`src/rtl/arm_multicycle_controller.sv`:
```
// rtl/arm_multicycle_controller.sv - multicycle ARM controller FSM with NZCV flags and memory handshake
module arm_multicycle_controller #(
    parameter int          ALUCTRL_W     = 4,
    parameter bit          MEM_HANDSHAKE = 1'b1,
    parameter logic [3:0]  FLAGS_RESET   = 4'b0000
) (
    input  logic                 clk,
    input  logic                 reset,
    input  logic [31:0]          Instr,
    input  logic [3:0]           ALUFlags,
    input  logic                 mem_ready,
    output logic                 mem_req,
    output logic                 PCWrite,
    output logic                 IRWrite,
    output logic                 AdrSrc,
    output logic                 MemWrite,
    output logic                 RegWrite,
    output logic [1:0]           RegSrc,
    output logic [1:0]           ImmSrc,
    output logic                 ALUSrcA,
    output logic [1:0]           ALUSrcB,
    output logic [1:0]           ResultSrc,
    output logic [ALUCTRL_W-1:0] ALUControl,
    output logic                 storedCarry,
    output logic [3:0]           state
);

    localparam logic [3:0] FETCH  = 4'd0;
    localparam logic [3:0] DECODE = 4'd1;
    localparam logic [3:0] MEMADR = 4'd2;
    localparam logic [3:0] MEMRD  = 4'd3;
    localparam logic [3:0] MEMWB  = 4'd4;
    localparam logic [3:0] MEMWR  = 4'd5;
    localparam logic [3:0] EXECR  = 4'd6;
    localparam logic [3:0] EXECI  = 4'd7;
    localparam logic [3:0] ALUWB  = 4'd8;
    localparam logic [3:0] BRANCH = 4'd9;

    localparam logic [3:0] CMD_ADD = 4'b0100;

    logic [3:0] cond;
    logic [1:0] op;
    logic [5:0] funct;
    logic [3:0] cmd;
    logic       rd_pc;
    logic       rdy;
    logic [3:0] flags;
    logic       cond_q;
    logic       cond_ex;
    logic       cmd_arith;
    logic       cmd_test;
    logic [3:0] next_state;
    logic [3:0] alu_cmd;
    logic       unused_bits;

    assign cond        = Instr[31:28];
    assign op          = Instr[27:26];
    assign funct       = Instr[25:20];
    assign cmd         = Instr[24:21];
    assign rd_pc       = (Instr[15:12] == 4'hF);
    assign rdy         = MEM_HANDSHAKE ? mem_ready : 1'b1;
    assign unused_bits = ^{Instr[19:16], Instr[11:0]};
    assign storedCarry = flags[1];

    // arithmetic commands own the C and V flags; TST/TEQ/CMP/CMN never write a register
    assign cmd_arith = (cmd inside {4'b0010, 4'b0011, 4'b0100, 4'b0101,
                                    4'b0110, 4'b0111, 4'b1010, 4'b1011});
    assign cmd_test  = (cmd[3:2] == 2'b10);

    // ARM condition evaluation against the stored NZCV flags
    always_comb begin
        case (cond)
            4'b0000: cond_ex = flags[2];
            4'b0001: cond_ex = ~flags[2];
            4'b0010: cond_ex = flags[1];
            4'b0011: cond_ex = ~flags[1];
            4'b0100: cond_ex = flags[3];
            4'b0101: cond_ex = ~flags[3];
            4'b0110: cond_ex = flags[0];
            4'b0111: cond_ex = ~flags[0];
            4'b1000: cond_ex = flags[1] & ~flags[2];
            4'b1001: cond_ex = ~flags[1] | flags[2];
            4'b1010: cond_ex = (flags[3] == flags[0]);
            4'b1011: cond_ex = (flags[3] != flags[0]);
            4'b1100: cond_ex = ~flags[2] & (flags[3] == flags[0]);
            4'b1101: cond_ex = flags[2] | (flags[3] != flags[0]);
            default: cond_ex = 1'b1;
        endcase
    end

    // next-state selection; unused encodings fall back to FETCH
    always_comb begin
        next_state = FETCH;
        case (state)
            FETCH:  next_state = rdy ? DECODE : FETCH;
            DECODE: begin
                case (op)
                    2'b00:   next_state = funct[5] ? EXECI : EXECR;
                    2'b01:   next_state = MEMADR;
                    2'b10:   next_state = BRANCH;
                    default: next_state = FETCH;
                endcase
            end
            MEMADR: next_state = funct[0] ? MEMRD : MEMWR;
            MEMRD:  next_state = rdy ? MEMWB : MEMRD;
            MEMWR:  next_state = rdy ? FETCH : MEMWR;
            MEMWB:  next_state = FETCH;
            EXECR:  next_state = ALUWB;
            EXECI:  next_state = ALUWB;
            ALUWB:  next_state = FETCH;
            BRANCH: next_state = FETCH;
            default: next_state = FETCH;
        endcase
    end

    // state, flags and latched condition registers
    always_ff @(posedge clk or negedge reset) begin
        if (!reset) begin
            state  <= FETCH;
            flags  <= FLAGS_RESET;
            cond_q <= 1'b0;
        end else begin
            state <= next_state;
            if (state == DECODE)
                cond_q <= cond_ex;
            if ((state == EXECR || state == EXECI) && funct[0] && cond_q) begin
                flags[3:2] <= ALUFlags[3:2];
                if (cmd_arith)
                    flags[1:0] <= ALUFlags[1:0];
            end
        end
    end

    // per-state datapath controls; strobes gated by cond_q latched in DECODE
    always_comb begin
        mem_req   = 1'b0;
        PCWrite   = 1'b0;
        IRWrite   = 1'b0;
        AdrSrc    = 1'b0;
        MemWrite  = 1'b0;
        RegWrite  = 1'b0;
        ALUSrcA   = 1'b0;
        ALUSrcB   = 2'b00;
        ResultSrc = 2'b00;
        alu_cmd   = CMD_ADD;
        case (state)
            FETCH: begin
                mem_req   = 1'b1;
                ALUSrcA   = 1'b1;
                ALUSrcB   = 2'b10;
                ResultSrc = 2'b10;
                IRWrite   = rdy;
                PCWrite   = rdy;
            end
            DECODE: begin
                ALUSrcA = 1'b1;
                ALUSrcB = 2'b10;
            end
            MEMADR: ALUSrcB = 2'b01;
            MEMRD: begin
                mem_req = 1'b1;
                AdrSrc  = 1'b1;
            end
            MEMWR: begin
                mem_req  = 1'b1;
                AdrSrc   = 1'b1;
                MemWrite = cond_q;
            end
            MEMWB: begin
                ResultSrc = 2'b01;
                RegWrite  = cond_q;
                PCWrite   = cond_q & rd_pc;
            end
            EXECR: alu_cmd = cmd;
            EXECI: begin
                ALUSrcB = 2'b01;
                alu_cmd = cmd;
            end
            ALUWB: begin
                RegWrite = cond_q & ~cmd_test;
                PCWrite  = cond_q & ~cmd_test & rd_pc;
            end
            BRANCH: begin
                ALUSrcB   = 2'b01;
                ResultSrc = 2'b10;
                PCWrite   = cond_q;
            end
            default: ;
        endcase
    end

    assign RegSrc     = {op == 2'b01, op == 2'b10};
    assign ImmSrc     = op;
    assign ALUControl = ALUCTRL_W'(alu_cmd);

endmodule

```
`config.mk`:
```
export PLATFORM = sky130hd
export DESIGN_NAME = arm_multicycle_controller
export DESIGN_NICKNAME = d
export VERILOG_FILES = /design/src/rtl/arm_multicycle_controller.sv
export SDC_FILE = /design/constraint.sdc
export NUM_CORES = 1
export LEC_CHECK = 0
export CAP_MARGIN = 20
export CORE_MARGIN = 4
export CORE_UTILIZATION = 34
export CTS_CLUSTER_DIAMETER = 40
export CTS_CLUSTER_SIZE = 20
export DETAILED_ROUTE_END_ITERATION = 8
export HOLD_SLACK_MARGIN = 0.12
export PLACE_DENSITY_LB_ADDON = 0.2
export SLEW_MARGIN = 5
export SYNTH_ARGS = -nofsm -noshare
export SYNTH_HDL_FRONTEND = slang
export SYNTH_SLANG_ARGS = --single-unit
export TNS_END_PERCENT = 100
```
`constraint.sdc`:
```
create_clock -name clk -period 1.8 [get_ports clk]
set_input_delay 0.36 -clock clk [delete_from_list [all_inputs] [get_ports clk]]
set_output_delay 0.36 -clock clk [all_outputs]
set_load 0.02 [all_outputs]
```
**Word level (Yosys, flattened, before mapping)**

Cells that the tools add are included.

- Register bits after elaboration: 9
- Bits in latches: 0
- RAM bits: 0
- Memory bits (read-only): 0
- Output and inout port bits: 24
- Memories kept: 0

- $add $sub $neg: 0
- Multipliers: 0
- Divide/modulo/power cells: 0
- Magnitude comparators: 0
- Equal/unequal tests: 36
- Shifts and indexed selects: 0
- Muxes and demuxes: 18
- Bitwise operators: 12
- Reductions and logical operators: 14

Operator list:

| kind | number |
|---|---|
| 4-bit by 3-bit equality test with 1-bit output (second input constant) | 12 |
| 4-bit equality test (second input constant) | 11 |
| 4-bit by 2-bit equality test with 1-bit output (second input constant) | 6 |
| 4-bit case mux with 6 select lines | 1 |
| 1-bit case mux with 14 select lines | 1 |
| 4-bit case mux with 3 select lines | 1 |
| 3-bit two-way mux | 3 |
| 4-bit by 1-bit equality test with 1-bit output (second input constant) | 2 |
| 4-bit zero test | 2 |
| 2-bit case mux with 2 select lines | 2 |
| 8-bit nonzero test | 1 |
| 2-bit OR reduction | 4 |
| 1-bit two-way mux | 7 |
| 3-bit OR reduction | 2 |
| 1-bit bitwise AND | 5 |
| 1-bit inverter | 5 |
| 2-bit equality test (second input constant) | 2 |
| 4-bit two-way mux | 1 |
| 1-bit case mux with 4 select lines | 1 |
| 2-bit by 1-bit equality test with 1-bit output (second input constant) | 1 |
| 1-bit logical AND | 2 |
| 2-bit zero test | 1 |
| 1-bit bitwise OR | 2 |
| 1-bit case mux with 2 select lines | 1 |
| 4 further kinds | 4 |

**Logic depth before layout (Yosys ltp)**

Gate-level depths: netlist of run 1.

- Depth in word-level cells: 5
- Mapped depth: 6
- Depth with buffers taken out: 4

**Worst setup path after synthesis of run 1**

OpenSTA, ideal clock, no wires.

- Path kind: flip-flop to output port
- Start point: register state[0]
- End point: output port mem_req
- Arrival: 1.665 ns
- Data required time: 1.440 ns
- Slack: -0.225 ns
- Cell stages (with the launch flop): 4
- Buffers on the path: 1
- Cell sequence: dfrtp_1 > clkbuf_1 > nor3b_1 > a21o_1

- Longest elaborated chain between the ends: 3

Ends and longest elaborated chain:

| what | line | source |
|---|---|---|
| from (decl) | 25 | `output logic [3:0] state` |
| from (signal assigned) | 123 | `state <= next_state;` |
| 4-bit by 3-bit equality test with 1-bit output (tied with other cells) | 146 | `case (state)` |
| 3-bit OR reduction (no source line) (*) | - |  |
| 1-bit two-way mux (*) | 146 |  |
| to (decl) | 12 | `output logic mem_req,` |

Mark *: on every way between the ends. The rest lies on a longest branch, timed or not.

**Worst setup path after layout of run 1**

- Start point: register state[1]
- End point: output port PCWrite

- Longest elaborated chain between the ends: 2

Ends and longest elaborated chain:

| what | line | source |
|---|---|---|
| 4-bit equality test (tied with other cells) | 146 |  |
| 1-bit case mux with 4 select lines (*) | 146 |  |
| to (decl) | 13 | `output logic PCWrite,` |

Marked as above.

==> results of run 1 <==
## repair_timing
| action | in CTS | in global routing |
|---|---|---|
| setup buffers | 1 | 0 |
| endpoints found under the hold margin | 0 | 0 |
| gates resized for setup | 82 | 25 |
| endpoints found under the setup margin | 23 | 11 |
| pin swaps | 2 | 4 |
## worst max path at each step
stage,startpoint,endpoint,cells after the start
after floorplan,state[0],mem_req,3
after global placement,Instr[14],PCWrite,6
after detailed placement,Instr[14],PCWrite,6
after CTS,Instr[14],PCWrite,6
after global routing,state[2],ALUControl[2],5
final,state[1],PCWrite,5
## sequential cells by signal, summed over array words and instances, names as in the netlist
register  cells
cond_q        1
flags         4
state         4
## through the flow
| step | utilization | setup WS (ns) |
|---|---|---|
| floorplan | - | 0.000940 |
| global placement | 0.676 | -0.580 |
| detailed placement | 0.676 | -0.669 |
| CTS | 0.685 | -0.205 |
| global route | 0.710 | -0.0429 |
| finish | 0.710 | -0.00416 |
## power groups by stage
stage	Sequential (mW)	Combinational, mW	Clock, mW
after floorplan	0.432	0.866	0
after global placement	0.400	1.77	0
after detailed placement	0.402	1.81	0
after CTS	0.403	1.73	0.163
after global routing	0.427	1.98	0.175
final	0.415	1.85	0.156
## routing by layer
metal,GRT usage,wire length (um),up-vias
met1,0.216,1240,520
met2,0.327,1630,40
li1,-,-,535
met5,0,0,-
met4,0.0960,48,0
met3,0.0178,182,6
## synth_stat cells, drive strengths merged (2+ instances only)
| library cell | number | share of area |
|---|---|---|
| xnor2 | 2 | 0.020 |
| o32ai | 3 | 0.031 |
| nand2b | 8 | 0.058 |
| o21ai | 2 | 0.012 |
| dfrtp | 9 | 0.26 |
| nand2 | 4 | 0.018 |
| and3 | 6 | 0.044 |
| buf | 4 | 0.028 |
| and2b | 3 | 0.028 |
| clkbuf | 3 | 0.013 |
| nor2 | 10 | 0.044 |
| nor3 | 6 | 0.035 |
| inv | 4 | 0.018 |
| nor2b | 4 | 0.029 |
| mux2 | 4 | 0.053 |
| nor3b | 3 | 0.026 |
| a21oi | 4 | 0.023 |
| xor2 | 2 | 0.020 |
| a31oi | 2 | 0.015 |
| nand4 | 2 | 0.015 |
| a211oi | 3 | 0.026 |
## critical path, cell delays in order, from the launching register on
cell     delay [ns]
dfrtp_1        0.41
nor3b_2        0.22
o21ba_2        0.17
o32ai_2        0.06
a31o_1         0.19
buf_6          0.13
## cell families after synthesis
group	after synthesis	share of synthesized area
compound gates	24	0.218
xor+xnor	4	0.0409
buf+inv	11	0.0585
flops	9	0.263
mux	6	0.0906
simple gates	50	0.329
## area by class of cell
class,count,area share
Timing Repair Buffer,77,0.403
Tap cell,28,0.0215
Multi-Input combinational cell,84,0.411
Inverter,4,0.00921
Sequential cell,9,0.139
Clock buffer,4,0.0161
==> out/results.txt, run 1 <==
Largest net degree at the start of global routing - 10
Gate Count Post-Synth - 104
Min cycle time layout - 1.80 ns
Final setup margin - -0.00416 ns
CTS Root Cell - clkbuf_4
Main flop type after synthesis - dfrtp_1
Grt total ovfl - 0
Final instance area - 1630 um^2
Failing checks - setup timing
Max-cap violations - 0
Sequential cell area fraction in the yosys report - 0.263
Cts bufs inserted - 3
Hold slack - 0.391 ns
Critical path peak fanout - 2
Reg area - 226 um^2
Worst skew pair latency - 0.26 ns
Nets@finish - 218
Share of cells above drive strength 1 - 0.388
R2R depth - 6
LEAKAGE - 0.830 nW
TNS Setup - -0.00416 ns
H-tree depth - 1
Antenna-violating nets left - 0
Drt first pass iters - 4
Final WL - 3100 um
Status - complete, but fails checks
Synth unique cells - 41
PortBufs - 46
Crit path kind - reg2out
Io pins - 63
Internal power - 1.30 mW
Pwr Total - 2.42 mW
Final count of negative-setup-slack endpoints - 1
Commonest non-fill, non-tap cell in the layout - buf_4
Num Clock Sinks - 9
Layout area overhead - 90.5%
1st-iter DRT viols - 36
Non-filler cells, final - 206
Clk_skew - 0.00786 ns
CTS Hold Bufs - 0
Starting density of the core - 0.373
Critical path capture point type - primary output
Switch share - 0.462
Flop pwr share - 0.171
Placement Rows - 17
Power Density - 1480 nW/um^2
Area occupied by multi-input gates - 671 um^2
Post-Syn Area - 856 um^2
Warnings, synthesis - 0
Routed wire per std cell - 15.0 um
Mean Syn Cell Area - 8.23 um^2
Clock share of power - 0.064
Die height - 58.2 um
HP Class - in2async
Ys async rst share - 1.00
Post-DP Area - 1550 um^2
Peak VDD IR - 0.00119 V
Diodes inserted - 0
Clock slew at the register clock pins of the worst setup and hold paths - 0.07 ns
Final count of hold timing violations - 0
First-pass GRT wire length - 4930 um
Gr usage total - 0.184
Die Area - 3380 um^2
TritonCTS clock tree - built
Via density - 5.34
Max Fclk - 554 MHz
Synthesis-stage register bit count - 9
Worst flop-to-flop path endpoint - flags[1]
Fillcell total - 202
Combinational power share - 0.764
Initial antenna violation count - 0
Final period utilization - 1.00
DRC errors left - 0
CP arrival - 1.44 ns
P_sw - 1.12 mW
Placeable Area - 2300 um^2
Most frequent cells in the layout - buf_4 (30), clkdlybuf4s50_1 (16), buf_2 (10), nor2_1 (8), dfrtp_1 (8)
CP required - 1.44 ns
Reg2reg setup slack - 0.12 ns
Max-slew headroom - 0.644
Slew @ Worst Pin - 0.531 ns
Detailed-placement wirelength estimate - 2380 um
Die width - 58.2 um
Inst Count DP - 201
Vias - 1101
Net count of the mapped netlist - 143
Vias in the first global route - 1107
Crit path launch type - register
Bufs on Longest Clock Path - 2
Pins Over Slew Limit - 0
RSZ-0062 raised after global routing - yes
Post-synth EDFFs - 0
GPL Wtd Cong - 0.859
R2r startpoint - state[1]
Note: power is estimated with default switching activity, not from simulation.
==> run 2, diff against run 1 <==
--- a/config.mk
+++ b/config.mk
@@ -13,6 +13,7 @@
 export DETAILED_ROUTE_END_ITERATION = 8
 export HOLD_SLACK_MARGIN = 0.12
 export PLACE_DENSITY_LB_ADDON = 0.2
+export RECOVER_POWER = 25
 export SLEW_MARGIN = 5
 export SYNTH_ARGS = -nofsm -noshare
 export SYNTH_HDL_FRONTEND = slang
==> run 2 against run 1 <==
The run still ends with setup timing left. Total power barely moved. First-iteration DRC count did not move. Via count did not move. Die area did not move. Largest cell class unchanged.
==> out/results.txt, run 2 (synthesized netlist as in run 1, its figures left out) <==
Placement Rows - 17 (unchanged)
Final instance area - 1630 um^2 (unchanged)
Slew @ Worst Pin - 0.531 ns (unchanged)
Peak VDD IR - 0.00119 V (unchanged)
Placeable Area - 2300 um^2 (unchanged)
Detailed-placement wirelength estimate - 2380 um (unchanged)
Crit path launch type - register
R2R depth - 6 (unchanged)
Final WL - 3100 um (unchanged)
Final count of negative-setup-slack endpoints - 1 (unchanged)
PortBufs - 46 (unchanged)
Clock slew at the register clock pins of the worst setup and hold paths - 0.07 ns (about the same)
CP arrival - 1.44 ns (about the same)
Power Density - 1480 nW/um^2 (about the same)
Vias in the first global route - 1107 (unchanged)
Critical path capture point type - primary output
CP required - 1.44 ns (about the same)
TNS Setup - -0.00416 ns (unchanged)
Gr usage total - 0.184 (unchanged)
Die Area - 3380 um^2 (unchanged)
Largest net degree at the start of global routing - 10 (unchanged)
Commonest non-fill, non-tap cell in the layout - buf_4
Final setup margin - -0.00416 ns (unchanged)
Nets@finish - 218 (unchanged)
Crit path kind - reg2out
Max-slew headroom - 0.644 (unchanged)
DRC errors left - 0 (unchanged)
Clk_skew - 0.00786 ns (unchanged)
Fin util - 0.710 (unchanged)
GPL Wtd Cong - 0.859 (unchanged)
Worst skew pair latency - 0.26 ns (about the same)
Grt total ovfl - 0 (unchanged)
Min cycle time layout - 1.80 ns (unchanged)
Crit path from - state[1]
Hold slack - 0.461 ns (+0.0703 ns)
Most frequent cells in the layout - buf_4 (30), clkdlybuf4s50_1 (15), buf_2 (10), nor2_1 (8), dfrtp_1 (8)
Final period utilization - 1.00 (unchanged)
Initial antenna violation count - 0 (unchanged)
TritonCTS clock tree - built
Largest registers - flags: 4 flops, state: 4 flops, cond_q: 1 flops
Critical path peak fanout - 2 (unchanged)
Layout area overhead - 90.5% (unchanged)
Die height - 58.2 um (unchanged)
Share of cells above drive strength 1 - 0.388 (unchanged)
H-tree depth - 1 (unchanged)
Failing checks - setup timing
Num Clock Sinks - 9 (unchanged)
Status - complete, but fails checks
Routed wire per std cell - 15.0 um (unchanged)
Post-DP Area - 1550 um^2 (unchanged)
Diodes inserted - 0 (unchanged)
Drt first pass iters - 4 (unchanged)
Antenna-violating nets left - 0 (unchanged)
Max-cap violations - 0 (unchanged)
Worst flop-to-flop path endpoint - flags[1]
CP Capture Point - PCWrite
Final count of hold timing violations - 0 (unchanged)
Max Fclk - 554 MHz (unchanged)
Vias - 1101 (unchanged)
First-pass GRT wire length - 4930 um (unchanged)
Non-filler cells, final - 206 (unchanged)
Reg2reg setup slack - 0.12 ns (about the same)
CTS Root Cell - clkbuf_4
LEAKAGE - 0.831 nW (about the same)
Cts bufs inserted - 3 (unchanged)
Die width - 58.2 um (unchanged)
HP Class - in2async
Fillcell total - 202 (unchanged)
1st-iter DRT viols - 36 (unchanged)
Pins Over Slew Limit - 0 (unchanged)
Inst Count DP - 201 (unchanged)
Io pins - 63 (unchanged)
R2r startpoint - state[1]
Bufs on Longest Clock Path - 2 (unchanged)
Starting density of the core - 0.373 (unchanged)
RSZ-0062 raised after global routing - yes
Via density - 5.34 (unchanged)
run 2: cell types whose count changed in the layout (fill, tap and decap cells not counted):
cell,change
clkdlybuf4s50_1,-1
dlygate4sd3_1,+1
run 2: critical path, cell delays in order (launching register included):
cell and delay [ns]:
dfrtp_1 0.41, nor3b_2 0.22, o21ba_2 0.17, o32ai_2 0.06, a31o_1 0.19, buf_6 0.13
run 2: worst min-delay path by stage:
stage | from | to | slack, ns | depth (start not counted)
finish | reset | state[3] | 0.46 | 1
detailed placement | state[3] | state[2] | 0.48 | 1
floorplan | reset | cond_q | 0.06 | 0
global placement | state[3] | state[2] | 0.48 | 1
global route | reset | state[3] | 0.48 | 1
CTS | reset | flags[3] | 0.41 | 1
run 2: what timing repair did:
item,CTS,global route
resized for setup,82,25
endpoints found under the setup margin,23,11
buffers inserted,1,0
hold buffers,0,0
pin swaps,2,4
run 2: per-layer routing:
layer / routed length [um] / vias up / track usage
met5: 0 / - / 0
met4: 48 / 0 / 0.0960
met3: 182 / 6 / 0.0178
met2: 1630 / 40 / 0.327
met1: 1240 / 520 / 0.216
li1: - / 535 / -
run 2: metrics by stage:
stage	power, mW	setup WS [ns]
global placement	2.17	-0.580
floorplan	1.30	0.000940
global route	2.58	-0.0429
detailed placement	2.21	-0.669
finish	2.42	-0.00416
CTS	2.30	-0.205
run 2: layout make-up:
type | count | area, um^2 | area share
Clock buffer | 4 | 26.3 | 0.0161
Inverter | 4 | 15.0 | 0.00921
Multi-Input combinational cell | 84 | 671 | 0.411
Sequential cell | 9 | 226 | 0.139
Tap cell | 28 | 35.0 | 0.0215
Timing Repair Buffer | 77 | 657 | 0.403
run 2: where the power goes:
| part | total (mW) | switching, mW | internal, mW |
|---|---|---|---|
| Clock | 0.156 | 0.0706 | 0.0853 |
| Sequential | 0.415 | 0.124 | 0.290 |
| Combinational | 1.85 | 0.922 | 0.928 |
| Total | 2.42 | 1.12 | 1.30 |
